[src/rtl/sp_tc_pkg.sv]
// Shared types and defaults for the sparse tensor-core tile sequencer.
package sp_tc_pkg;

  typedef enum logic [2:0] {
    S_IDLE,
    S_START,
    S_WAIT_FETCH,
    S_FETCH,
    S_FDONE,
    S_WAIT_COMP,
    S_WAIT_WB,
    S_RESULT
  } state_t;

  localparam int FETCH_BEATS_DEF = 2;
  localparam int WDOG_CYCLES_DEF = 256;

  function automatic int wdog_width(input int cycles);
    return $clog2(cycles + 1);
  endfunction

  function automatic int beat_width(input int beats);
    return (beats > 1) ? $clog2(beats) : 1;
  endfunction

endpackage

[src/rtl/sp_tc_addr_gen.sv]
// A and B/index read addresses: base + k*FETCH_BEATS + beat, wrapping mod 2^ADDR_W.
module sp_tc_addr_gen
  import sp_tc_pkg::*;
#(
  parameter int ADDR_W      = 10,
  parameter int KSTEP_W     = 8,
  parameter int FETCH_BEATS = FETCH_BEATS_DEF,
  parameter int BEAT_W      = beat_width(FETCH_BEATS)
) (
  input  logic [ADDR_W-1:0]  a_base,
  input  logic [ADDR_W-1:0]  b_base,
  input  logic [KSTEP_W-1:0] k,
  input  logic [BEAT_W-1:0]  beat,
  output logic [ADDR_W-1:0]  a_addr,
  output logic [ADDR_W-1:0]  b_addr
);

  logic [ADDR_W-1:0] offset;

  // Truncating the operands first is exact because the result is taken mod 2^ADDR_W anyway.
  assign offset = ADDR_W'(k) * ADDR_W'(FETCH_BEATS) + ADDR_W'(beat);
  assign a_addr = a_base + offset;
  assign b_addr = b_base + offset;

endmodule

[src/rtl/sp_tc_tile_sequencer.sv]
// Runs one sparse tensor-core tile job as ksteps rounds of start/fetch/compute/write-back/result,
// with a watchdog on every wait for core status.
module sp_tc_tile_sequencer
  import sp_tc_pkg::*;
#(
  parameter int ADDR_W      = 10,
  parameter int KSTEP_W     = 8,
  parameter int FETCH_BEATS = FETCH_BEATS_DEF,
  parameter int WDOG_CYCLES = WDOG_CYCLES_DEF
) (
  input  logic               clk,
  input  logic               rst,
  input  logic               job_valid,
  output logic               job_ready,
  input  logic [ADDR_W-1:0]  job_a_base,
  input  logic [ADDR_W-1:0]  job_b_base,
  input  logic [ADDR_W-1:0]  job_c_base,
  input  logic [KSTEP_W-1:0] job_ksteps,
  output logic               tc_start,
  output logic               tc_fetch_done,
  input  logic               tc_fetch,
  input  logic               tc_compute,
  input  logic               tc_write_back,
  output logic               ab_rd_en,
  output logic [ADDR_W-1:0]  a_rd_addr,
  output logic [ADDR_W-1:0]  b_rd_addr,
  output logic               c_rd_en,
  output logic [ADDR_W-1:0]  c_rd_addr,
  output logic               res_valid,
  input  logic               res_ready,
  output logic [ADDR_W-1:0]  res_addr,
  output logic               busy,
  output logic               done,
  output logic               err
);

  localparam int WDOG_W = wdog_width(WDOG_CYCLES);
  localparam int BEAT_W = beat_width(FETCH_BEATS);
  localparam logic [BEAT_W-1:0] LAST_BEAT = BEAT_W'(FETCH_BEATS - 1);
  localparam logic [WDOG_W-1:0] WDOG_LAST = WDOG_W'(WDOG_CYCLES - 1);

  state_t             state;
  logic [ADDR_W-1:0]  a_base, b_base, c_base;
  logic [KSTEP_W-1:0] ksteps, k;
  logic [BEAT_W-1:0]  beat, beat_sel;
  logic [WDOG_W-1:0]  wdog;
  logic [ADDR_W-1:0]  a_next, b_next;
  logic               wdog_hit, last_k;

  // Address for the beat about to be issued: beat 0 when leaving WAIT_FETCH, beat+1 inside FETCH.
  assign beat_sel = (state == S_FETCH) ? beat + 1'b1 : '0;
  assign wdog_hit = (wdog == WDOG_LAST);
  assign last_k   = (k == ksteps - 1'b1);

  sp_tc_addr_gen #(
    .ADDR_W      (ADDR_W),
    .KSTEP_W     (KSTEP_W),
    .FETCH_BEATS (FETCH_BEATS),
    .BEAT_W      (BEAT_W)
  ) u_addr_gen (
    .a_base (a_base),
    .b_base (b_base),
    .k      (k),
    .beat   (beat_sel),
    .a_addr (a_next),
    .b_addr (b_next)
  );

  // Handshakes: a transfer happens on a rising edge where valid && ready; job_ready is high only in
  // IDLE, and res_valid/res_addr stay high and stable in RESULT until res_ready completes the transfer.
  always_ff @(posedge clk) begin
    if (rst) begin
      state         <= S_IDLE;
      job_ready     <= 1'b1;
      busy          <= 1'b0;
      tc_start      <= 1'b0;
      tc_fetch_done <= 1'b0;
      ab_rd_en      <= 1'b0;
      c_rd_en       <= 1'b0;
      a_rd_addr     <= '0;
      b_rd_addr     <= '0;
      c_rd_addr     <= '0;
      res_valid     <= 1'b0;
      res_addr      <= '0;
      done          <= 1'b0;
      err           <= 1'b0;
      a_base        <= '0;
      b_base        <= '0;
      c_base        <= '0;
      ksteps        <= '0;
      k             <= '0;
      beat          <= '0;
      wdog          <= '0;
    end else begin
      tc_start      <= 1'b0;
      tc_fetch_done <= 1'b0;
      ab_rd_en      <= 1'b0;
      c_rd_en       <= 1'b0;
      done          <= 1'b0;
      err           <= 1'b0;
      wdog          <= '0;
      case (state)
        S_IDLE: begin
          if (job_valid && job_ready) begin
            a_base <= job_a_base;
            b_base <= job_b_base;
            c_base <= job_c_base;
            ksteps <= job_ksteps;
            k      <= '0;
            if (job_ksteps == '0) begin
              done <= 1'b1;
            end else begin
              state     <= S_START;
              tc_start  <= 1'b1;
              job_ready <= 1'b0;
              busy      <= 1'b1;
            end
          end
        end
        S_START: state <= S_WAIT_FETCH;
        S_WAIT_FETCH: begin
          if (tc_fetch) begin
            state     <= S_FETCH;
            beat      <= '0;
            ab_rd_en  <= 1'b1;
            a_rd_addr <= a_next;
            b_rd_addr <= b_next;
            c_rd_en   <= 1'b1;
            c_rd_addr <= c_base;
          end else if (wdog_hit) begin
            state     <= S_IDLE;
            err       <= 1'b1;
            job_ready <= 1'b1;
            busy      <= 1'b0;
          end else begin
            wdog <= wdog + 1'b1;
          end
        end
        S_FETCH: begin
          if (beat == LAST_BEAT) begin
            state         <= S_FDONE;
            tc_fetch_done <= 1'b1;
          end else begin
            beat      <= beat_sel;
            ab_rd_en  <= 1'b1;
            a_rd_addr <= a_next;
            b_rd_addr <= b_next;
          end
        end
        S_FDONE: state <= S_WAIT_COMP;
        S_WAIT_COMP: begin
          if (tc_compute) begin
            state <= S_WAIT_WB;
          end else if (wdog_hit) begin
            state     <= S_IDLE;
            err       <= 1'b1;
            job_ready <= 1'b1;
            busy      <= 1'b0;
          end else begin
            wdog <= wdog + 1'b1;
          end
        end
        S_WAIT_WB: begin
          if (tc_write_back) begin
            state     <= S_RESULT;
            res_valid <= 1'b1;
            res_addr  <= c_base;
          end else if (wdog_hit) begin
            state     <= S_IDLE;
            err       <= 1'b1;
            job_ready <= 1'b1;
            busy      <= 1'b0;
          end else begin
            wdog <= wdog + 1'b1;
          end
        end
        S_RESULT: begin
          if (res_ready) begin
            res_valid <= 1'b0;
            if (last_k) begin
              state     <= S_IDLE;
              done      <= 1'b1;
              job_ready <= 1'b1;
              busy      <= 1'b0;
            end else begin
              k        <= k + 1'b1;
              state    <= S_START;
              tc_start <= 1'b1;
            end
          end
        end
        default: state <= S_IDLE;
      endcase
    end
  end

endmodule
[config.mk]
export PLATFORM = sky130hd
export DESIGN_NAME = sp_tc_tile_sequencer
export DESIGN_NICKNAME = d
export VERILOG_FILES = /design/src/rtl/sp_tc_pkg.sv /design/src/rtl/sp_tc_addr_gen.sv /design/src/rtl/sp_tc_tile_sequencer.sv
export SDC_FILE = /design/constraint.sdc
export NUM_CORES = 1
export LEC_CHECK = 0
export ABC_CLOCK_PERIOD_IN_PS = 5000
export CORE_UTILIZATION = 41
export CTS_BUF_LIST = sky130_fd_sc_hd__clkbuf_2
export DETAILED_ROUTE_END_ITERATION = 8
export PLACE_DENSITY = 0.69
export SYNTH_ARGS = -nofsm -noshare
export SYNTH_HDL_FRONTEND = slang
export SYNTH_SLANG_ARGS = --single-unit
[constraint.sdc]
create_clock -name clk -period 5 [get_ports clk]
set_input_delay 0.5 -clock clk [delete_from_list [all_inputs] [get_ports clk]]
set_output_delay 0.5 -clock clk [all_outputs]
set_load 0.01 [all_outputs]
# Yosys cells after proc, flatten, opt, wreduce, memory -nomap -nowiden
# Cells that the tools add are included.
[word_totals]
latch_bits = 0
romBits = 0
output_inout_bits = 49
ramBits = 0
register_bits = 108
in_bits = 45
memories = 0
word_cells = 138
[classes]
add_sub_neg = 7
div_mod_pow = 0
reduce_logical = 18
n_eq_ne = 21
shift = 0
multipliers = 0
bitwise_logic = 2
n_mux = 69
n_lt_le_gt_ge = 0
[ops]
columns = ["operator", "count"]
rows = [
  ["$mux 10", 4],
  ["$pmux 10 s2", 2],
  ["$mux 1", 37],
  ["$mux 9", 4],
  ["$pmux 9 s3", 1],
  ["$mux 3", 8],
  ["$mux 8", 3],
  ["$ne 2x2->1 const B", 12],
  ["$pmux 3 s8", 1],
  ["$add 10x10->10", 2],
  ["$pmux 8 s2", 1],
  ["$eq 3x3->1 const B", 4],
  ["$add 9x1->10", 1],
  ["$pmux 1 s2", 5],
  ["$pmux 1 s5", 2],
  ["$add 9x1->9 const B", 1],
  ["$eq 9x8->1 const B", 1],
  ["$add 8x1->8 const B", 1],
  ["$eq 8x8->1", 1],
  ["$logic_not 8->1", 1],
  ["$reduce_and 2->1", 4],
  ["$reduce_and 4->1", 2],
  ["$reduce_and 8->1", 1],
  ["$sub 8x1->8 const B", 1],
  ["11 further kinds", 17],
]

# Logic depth before layout (Yosys ltp)
# Gate-level depths: netlist (run 1).
[depth]
ltp_word = 6
depth_mapped = 12
mapped_depth_nobuf = 11

# Cells and area by module
# A second synthesis (run 1) with hierarchy kept.
[hier_totals]
cells_unflattened = 642
area_unflattened_um2 = 5088.6
[by_module_without_submodules]
columns = ["module", "instances", "seq_area_each_um2", "cells_each", "area_each_um2"]
rows = [
  ["sp_tc_tile_sequencer", 1, 2162.1, 548, 4311.6],
  ["sp_tc_addr_gen", 1, 0.0, 94, 777.0],
]

# Worst setup path before layout (run 1)
# Ideal clock, no wire load.
[synth_timing]
kind = "reg2reg"
start = "register state[2]"
end = "register a_rd_addr[8]"
synth_period_minus_slack_ps = 2695
slack_ps = 2305
path_buffers = 1
setup_time_ps = 58
required_time_ps = 4942
stages_incl_launch_ff = 12
t_arrival_ps = 2637
path_cell_list = "dfxtp_1 > clkbuf_1 > nor3_1 > ha_1 > fa_1 > a21o_1 > a21oi_1 > o21bai_1 > a2111oi_0 > nor3_1 > nor4b_1 > a211o_1"
[synth_via]
elab_chain_cells = 6
elab_cells_between_ends = 12
classes_between = "add/sub: 2; eq/ne: 4; mux: 4; reduce/logical: 2"
[synth_rtl]
columns = ["element", "line", "rtl"]
rows = [
  ["from (decl)", "sp_tc_tile_sequencer.sv:42", "state_t state;"],
  ["from (signal assigned)", "sp_tc_tile_sequencer.sv:73", "state <= S_IDLE;"],
  ["from (signal assigned)", "sp_tc_tile_sequencer.sv:113", "state <= S_START;"],
  ["from (signal assigned)", "sp_tc_tile_sequencer.sv:120", "S_START: state <= S_WAIT_FETCH;"],
  ["$eq 3x2->1", "sp_tc_tile_sequencer.sv:51, sp_tc_tile_sequencer.sv:102", ""],
  ["$mux 1", "sp_tc_tile_sequencer.sv:51", "assign beat_sel = (state == S_FETCH) ? beat + 1'b1 : '0;"],
  ["$add 9x1->10", "sp_tc_addr_gen.sv:21", "assign offset = ADDR_W'(k) * ADDR_W'(FETCH_BEATS) + ADDR_W'(beat);"],
  ["$add 10x10->10", "sp_tc_addr_gen.sv:22", "assign a_addr = a_base + offset;"],
  ["$mux 10 (on tied branches)", "sp_tc_tile_sequencer.sv:140, sp_tc_tile_sequencer.sv:122", ""],
  ["$pmux 10 s2", "sp_tc_tile_sequencer.sv:102", "case (state)"],
  ["to (signal assigned)", "sp_tc_tile_sequencer.sv:126", "a_rd_addr <= a_next;"],
  ["to (signal assigned)", "sp_tc_tile_sequencer.sv:146", "a_rd_addr <= a_next;"],
  ["to (decl)", "sp_tc_tile_sequencer.sv:25", "output logic [ADDR_W-1:0] a_rd_addr,"],
]
# Several ways; a longest one is shown, not always the timed one. The select of a mux whose other input is x is not followed.
# A chain may end at the register's enable or synchronous reset.

# Worst setup path in the final report (run 1)
# Ends and elaborated chain as after synthesis.

==> results of run 1 <==
[routing by layer]
layer  wire length, um  vias up
met3               629       23
li1                  -     2319
met4               220        0
met1              5680     2118
met2              5600      114
met5                 0        -
[cell usage in the layout, fill, tap and decap left out, drive strengths merged, types with 3 or more instances in the layout]
cell,synthesis,routed
nor2,40,40
a21o,6,6
inv,9,11
nand4,4,4
mux2i,4,4
ha,21,21
nor2b,7,7
nand2,179,179
dfxtp,108,108
nor3b,6,6
nand3,7,7
clkdlybuf4s50,0,92
o21bai,4,4
nor4b,4,4
a211oi,5,5
a31o,3,3
clkbuf,28,9
buf,6,6
clkinv,0,3
o31ai,3,3
o21a,5,5
and3,5,5
a211o,5,5
nor3,16,16
xor2,7,7
o21ai,7,7
xnor2,24,24
a21oi,94,94
nand2b,5,5
[power by group]
group | switching, mW | leakage, nW | internal, mW
sequential | 0.141 | 0.876 | 0.976
clock | 0.317 | 0.0789 | 0.130
combinational | 0.451 | 1.34 | 0.340
[registers in the layout, summed over array words and instances, names as in the netlist, 3 cells and up]
name and flops:
b_rd_addr 10, ksteps 8, c_base 10, k 8, b_base 10, wdog 9
a_rd_addr 10, c_rd_addr 10, state 3, res_addr 10, a_base 10
[worst reg2reg max path: stages, from the launching register on]
cell and delay [ns]:
dfxtp_1 0.83, nor3_1 0.25, ha_1 0.28, fa_1 0.41
a21o_1 0.17, a21oi_1 0.22, o21bai_1 0.11, a2111oi_0 0.39
nor3_1 0.13, nor4b_1 0.28, a211o_1 0.14
[per-stage QoR]
stage / setup slack, ns / std cells
after floorplan: 2.30 / 637
after global placement: 1.94 / 848
after detailed placement: 1.83 / 848
after CTS: 1.78 / 864
after global routing: 1.49 / 864
final: 1.75 / 864
[path summary, 6_finish.rpt]
| check | to | slack [ns] | depth (start not counted) |
|---|---|---|---|
| max | a_rd_addr[8] | 1.75 | 10 |
| min | c_base[3] | 0.38 | 3 |
| max reg2reg | a_rd_addr[8] | 1.75 | 10 |
| min reg2reg | c_rd_addr[0] | 0.44 | 2 |
[final cells by class]
type,instances,share of cell area [%]
clock buffers,9,0.726
clock inverters,7,1.51
inverters,9,0.544
multi-input cells,486,43.9
flip-flops and latches,108,34.8
well taps,147,2.96
repair buffers,98,15.5
[kinds of logic after synthesis]
logic type | Yosys count
compound gates | 145
flops | 108
simple gates | 283
fa+ha+maj | 23
buf+inv | 43
xor+xnor | 31
mux | 4
==> impl_metrics.csv, run 1 <==
group,metric,value,unit
clocking,clock_sink_count,108,
global_routing,grt_pass1_vias,4304,
critical_path,critPathKind,"flip-flop to flip-flop",
yosys,synth_common_cells,"nand2_1, dfxtp_1, a21oi_1",
floorplanning,core_area,12000,sq um
floorplanning,rows,40,
floorplanning,die_height,113,um
sta,fin_crit_sh,65.0,%
critical_path,crit_path_start,"state[2]",
place,hpwl,8780,um
clocking,clk_pin_slew,0.35,ns
floorplanning,die_w,113,um
routing,wl_per_cell,14.0,um
routing,firstDrtPassIters,4,
critical_path,path_max_fanout,22,
floorplanning,die-area,12800,sq um
clocking,cts_resized,0,
yosys,synth-main-ff-cell,"dfxtp_1",
sta,final_max_slew_viol_count,0,
job,drv_cap,0,
cells_and_area,utilization,51.7,%
floorplanning,initial_core_util,42.0,%
power_and_ir_drop,ir_worst_vdd,0.000209,V
global_routing,grt_pass1_wl,19900,um
clocking,clockBufferDepth,2,
critical_path,r2r-start,"state[2]",
sta,final-hold-violation-count,0,
power_and_ir_drop,powerDensity,380,nW/um^2
yosys,syn_nets,705,
clocking,cts_setup_buffers,0,
cells_and_area,finalNetCount,780,
yosys,synth_xor_xnor_area_share,5.38,%
yosys,ys_ff_latch,108,
global_routing,grt.met2_usage,32.0,%
yosys,seq_area_frac_synth,42.8,%
yosys,synth_top_family_by_area,"simple AND/OR/NAND/NOR gates",
clocking,root_buffer,"clkbuf_2",
global_routing,grt_max_degree,71,
yosys,yosys-mux-area-fraction,0.793,%
yosys,synth_top_area_share,42.8,%
cells_and_area,final_area,6200,sq um
yosys,synth_fa_ha_area_share,6.00,%
sta,fin_worst_skew,0.0483,ns
place,postPlaceCellArea,6070,sq um
sta,slew_headroom,42.1,%
critical_path,critPathMaxStageDelay,0.83,ns
sta,tightest_slew,0.865,ns
routing,postRouteAntennaNets,0,
yosys,yosysTopAreaCell,"dfxtp_1",
routing,via_count,4574,
cells_and_area,num_antenna_cells,0,
clocking,cts_made_buffers,9,
cells_and_area,layout-drive-gt1-share,4.32,%
sta,setup_violations,0,
critical_path,end_kind,"flip-flop",
yosys,syn_area,5050,sq um
sta,maxClockFrequency,308,MHz
yosys,synth.most_common_cell,"nand2_1",
routing,wirelength,12100,um
routing,drc,0,
clocking,ctsHoldBuffers,0,
yosys,async_reset_ff_share,0,%
clocking,cts_tree,"built",
global_routing,antenna_found_initial,0,
critical_path,crit_required,5.55,ns
sta,rsz0062_at_grt,"false",
global_routing,top_usage_layer,"met2",
hold_path,hold_class,"primary input to flip-flop",
yosys,yosys.cell_types.count,50,
routing,drt_iter0_markers,228,
critical_path,critPathTopFamily,"compound AO/OA/AOI/OAI gates",
power_and_ir_drop,p_total,2.36,mW
status,status,"finished clean",
floorplanning,ios,94,
global_routing,grt_overflow_total,0,
yosys,ys_warn_count,0,
critical_path,crit_arrival,3.80,ns
place,place_congestion,0.826,
power_and_ir_drop,total_leakage_power,2.30,nW
clocking,cts.htree.levels,3,
clocking,clock_latency,0.61,ns
cells_and_area,multi_input_area,2720,sq um
yosys,synthesis.instances,637,
critical_path,cpMaxStageDelayCell,"dfxtp_1",
global_routing,grtUsageMet3,3.27,%
routing,avgViaCountPerCell,5.29,
cells_and_area,syn2layout_area_growth,22.9,%
yosys,synth_compound_area_share,17.1,%
cells_and_area,fill_cells,1165,
place,port_buffers,93,
sta,layout_min_cycle_time,3.25,ns
critical_path,cp_common_cell,"nor3_1",
critical_path,crit_chain,"nor3_1 > ha_1 > fa_1 > a21o_1 > a21oi_1 > o21bai_1 > a2111oi_0 > nor3_1 > nor4b_1 > a211o_1",
cells_and_area,regArea,2160,sq um
global_routing,grt_usage,19.2,%
sta,hold_slack,0.379,ns
yosys,synth_area_leaders,"dfxtp_1, nand2_1, a21oi_1",
hold_path,hp-start,"job_c_base[3]",
critical_path,path_buf_inv,0,
global_routing,grtUsageMet1,25.0,%
yosys,synth_edf_count,0,
sta,finalSetupTns,0,ns
yosys,avgSynthCellArea,7.92,sq um
yosys,synthSimpleGateAreaFrac,24.5,%
critical_path,startpoint_type,"flip-flop",
(Power assumes the default switching activity.)
==> inputs of run 2 (changes only) <==
--- a/config.mk
+++ b/config.mk
@@ -5,11 +5,11 @@
 export SDC_FILE = /design/constraint.sdc
 export NUM_CORES = 1
 export LEC_CHECK = 0
-export ABC_CLOCK_PERIOD_IN_PS = 5000
+export ABC_CLOCK_PERIOD_IN_PS = 2700
 export CORE_UTILIZATION = 41
 export CTS_BUF_LIST = sky130_fd_sc_hd__clkbuf_2
 export DETAILED_ROUTE_END_ITERATION = 8
-export PLACE_DENSITY = 0.69
+export PLACE_DENSITY = 0.72
 export SYNTH_ARGS = -nofsm -noshare
 export SYNTH_HDL_FRONTEND = slang
 export SYNTH_SLANG_ARGS = --single-unit
==> constraint.sdc (replaced) <==
create_clock -name clk -period 2.7 [get_ports clk]
set_input_delay 0.27 -clock clk [delete_from_list [all_inputs] [get_ports clk]]
set_output_delay 0.27 -clock clk [all_outputs]
set_load 0.01 [all_outputs]
==> run 2 against run 1 <==
Against the previous run:
- hold slack worse by 0.22 ns
- non-clock buffer count grew 13
- register-to-register slack lost 1.6 ns
- critical path depth up 1
- die area stayed put
- clock-buffer cell count grew 1
- worst setup slack worse by 1.6 ns
- routed wire length increased by 2.1%
- combinational power rose by 110%
- critical endpoint unchanged
- largest cell class unchanged
==> impl_metrics.csv, run 2 (synthesis gave the netlist of run 1 again) <==
group,metric,value,unit
critical_path,crit_required,3.27,ns
critical_path,cpMaxStageDelayCell,"dfxtp_2",
cells_and_area,fill_cells,1168,
cells_and_area,final_area,6300,sq um
floorplanning,rows,40,
global_routing,antenna_found_initial,0,
sta,final_max_slew_viol_count,0,
hold_path,hold_path_depth,2,
critical_path,critPathKind,"flip-flop to flip-flop",
floorplanning,die_w,113,um
critical_path,rr_endpoint,"a_rd_addr[8]",
sta,fin_crit_sh,93.7,%
routing,postRouteAntennaNets,0,
place,port_buffers,93,
hold_path,hp-start,"rst",
cells_and_area,final_cell_mix,"nand2_1, dfxtp_1, a21oi_1, clkdlybuf4s50_1, nor2_1",
clocking,cts.htree.levels,3,
clocking,root_buffer,"clkbuf_2",
routing,via_count,4595,
routing,drc,0,
critical_path,worst-path-stages,11,
global_routing,grt_max_degree,49,
routing,firstDrtPassIters,4,
critical_path,path_max_fanout,4,
hold_path,hold_class,"primary input to flip-flop",
global_routing,grt_overflow_total,0,
place,hpwl,9270,um
floorplanning,ios,94,
clocking,cts_setup_buffers,0,
global_routing,grt_pass1_vias,4299,
floorplanning,core_area,12000,sq um
critical_path,r2r-start,"state[1]",
critical_path,end_kind,"flip-flop",
clocking,clockBufferDepth,2,
routing,avgViaCountPerCell,5.24,
cells_and_area,layout-drive-gt1-share,7.26,%
critical_path,crit_arrival,3.10,ns
sta,final-hold-violation-count,0,
sta,slew_headroom,54.9,%
sta,setup_violations,0,
cells_and_area,num_antenna_cells,0,
cells_and_area,multi_input_area,2760,sq um
power_and_ir_drop,total_leakage_power,2.36,nW
routing,drt_iter0_markers,295,
critical_path,critPathTopFamily,"compound AO/OA/AOI/OAI gates",
clocking,cts_tree,"built",
critical_path,path_buf_inv,0,
cells_and_area,regArea,2160,sq um
global_routing,grt_pass1_wl,20500,um
routing,wl_per_cell,14.1,um
clocking,clk_pin_slew,0.28,ns
cells_and_area,instances_no_fill,877,
critical_path,crit_chain,"nand2_1 > nor3_2 > ha_1 > fa_2 > a21o_1 > a21oi_2 > o21bai_1 > a2111oi_2 > nor3_2 > nor4b_1 > a211o_1",
place,place_inst,861,
sta,fin_worst_skew,0.0411,ns
routing,wirelength,12400,um
job,drv_cap,0,
sta,rsz0062_at_grt,"false",
cells_and_area,final_common_cell,"nand2_1",
cells_and_area,utilization,52.5,%
hold_path,holdPathEnd,"a_base[7]",
power_and_ir_drop,powerDensity,690,nW/um^2
floorplanning,initial_core_util,42.0,%
critical_path,critPathMaxStageDelay,0.39,ns
sta,layout_min_cycle_time,2.53,ns
sta,hold_slack,0.162,ns
critical_path,r2r_cells,11,
place,place_congestion,0.860,
power_and_ir_drop,ir_worst_vdd,0.000274,V
floorplanning,die-area,12800,sq um
global_routing,grt_usage,20.0,%
critical_path,startpoint_type,"flip-flop",
status,status,"finished clean",
clocking,clock_latency,0.60,ns
sta,tightest_slew,0.670,ns
place,postPlaceCellArea,6160,sq um
sta,finalSetupTns,0,ns
critical_path,r2r_setup_slack,0.17,ns
clocking,cts_made_buffers,9,
sta,maxClockFrequency,395,MHz
cells_and_area,syn2layout_area_growth,24.8,%
cells_and_area,finalNetCount,793,
floorplanning,die_height,113,um
clocking,clock_sink_count,108,
critical_path,cp_common_cell,"nor3_2",
==> run 2: final cells by class <==
cell class | count | area share, %
Multi-Input combinational cell | 486 | 43.8
Sequential cell | 108 | 34.4
Timing Repair Buffer | 111 | 16.8
Tap cell | 147 | 2.92
Clock buffer | 10 | 0.794
Clock inverter | 6 | 0.735
Inverter | 9 | 0.536
==> run 2: worst max path at each step <==
stage	start	end	slack [ns]
floorplan	state[2]	a_rd_addr[8]	0.005
global placement	state[1]	b_rd_addr[8]	0.16
detailed placement	beat	a_rd_addr[8]	0.009
CTS	state[1]	a_rd_addr[8]	0.01
global route	state[1]	b_rd_addr[8]	0.02
finish	state[1]	a_rd_addr[8]	0.17
==> run 2: per-stage QoR <==
stage	worst slack, ns	power [mW]
final	0.171	4.35
after global routing	0.0206	4.65
after CTS	0.0131	4.35
after detailed placement	0.00905	3.67
after global placement	0.160	3.62
after floorplan	0.00490	3.10
==> run 2: routing by layer <==
layer	vias up	share of wire [%]	GRT usage, %	wire length (um)
li1	2339	-	-	-
met1	2133	48	26.5	5900
met2	114	47	33.1	5780
met3	9	4.5	3.64	554
met4	0	1.3	5.96	156
met5	-	0	0	0
==> run 2: report_power, final <==
part	internal, mW	switching, mW	total [mW]
logic	0.714	0.954	1.67
registers	1.81	0.188	2.00
clock network	0.136	0.548	0.684
==> run 2: what timing repair did <==
item	CTS	global route
endpoints found under the hold margin	0	0
gates resized for setup	1	11
hold buffers	0	0
setup endpoints to repair	2	2
pin swaps	0	2
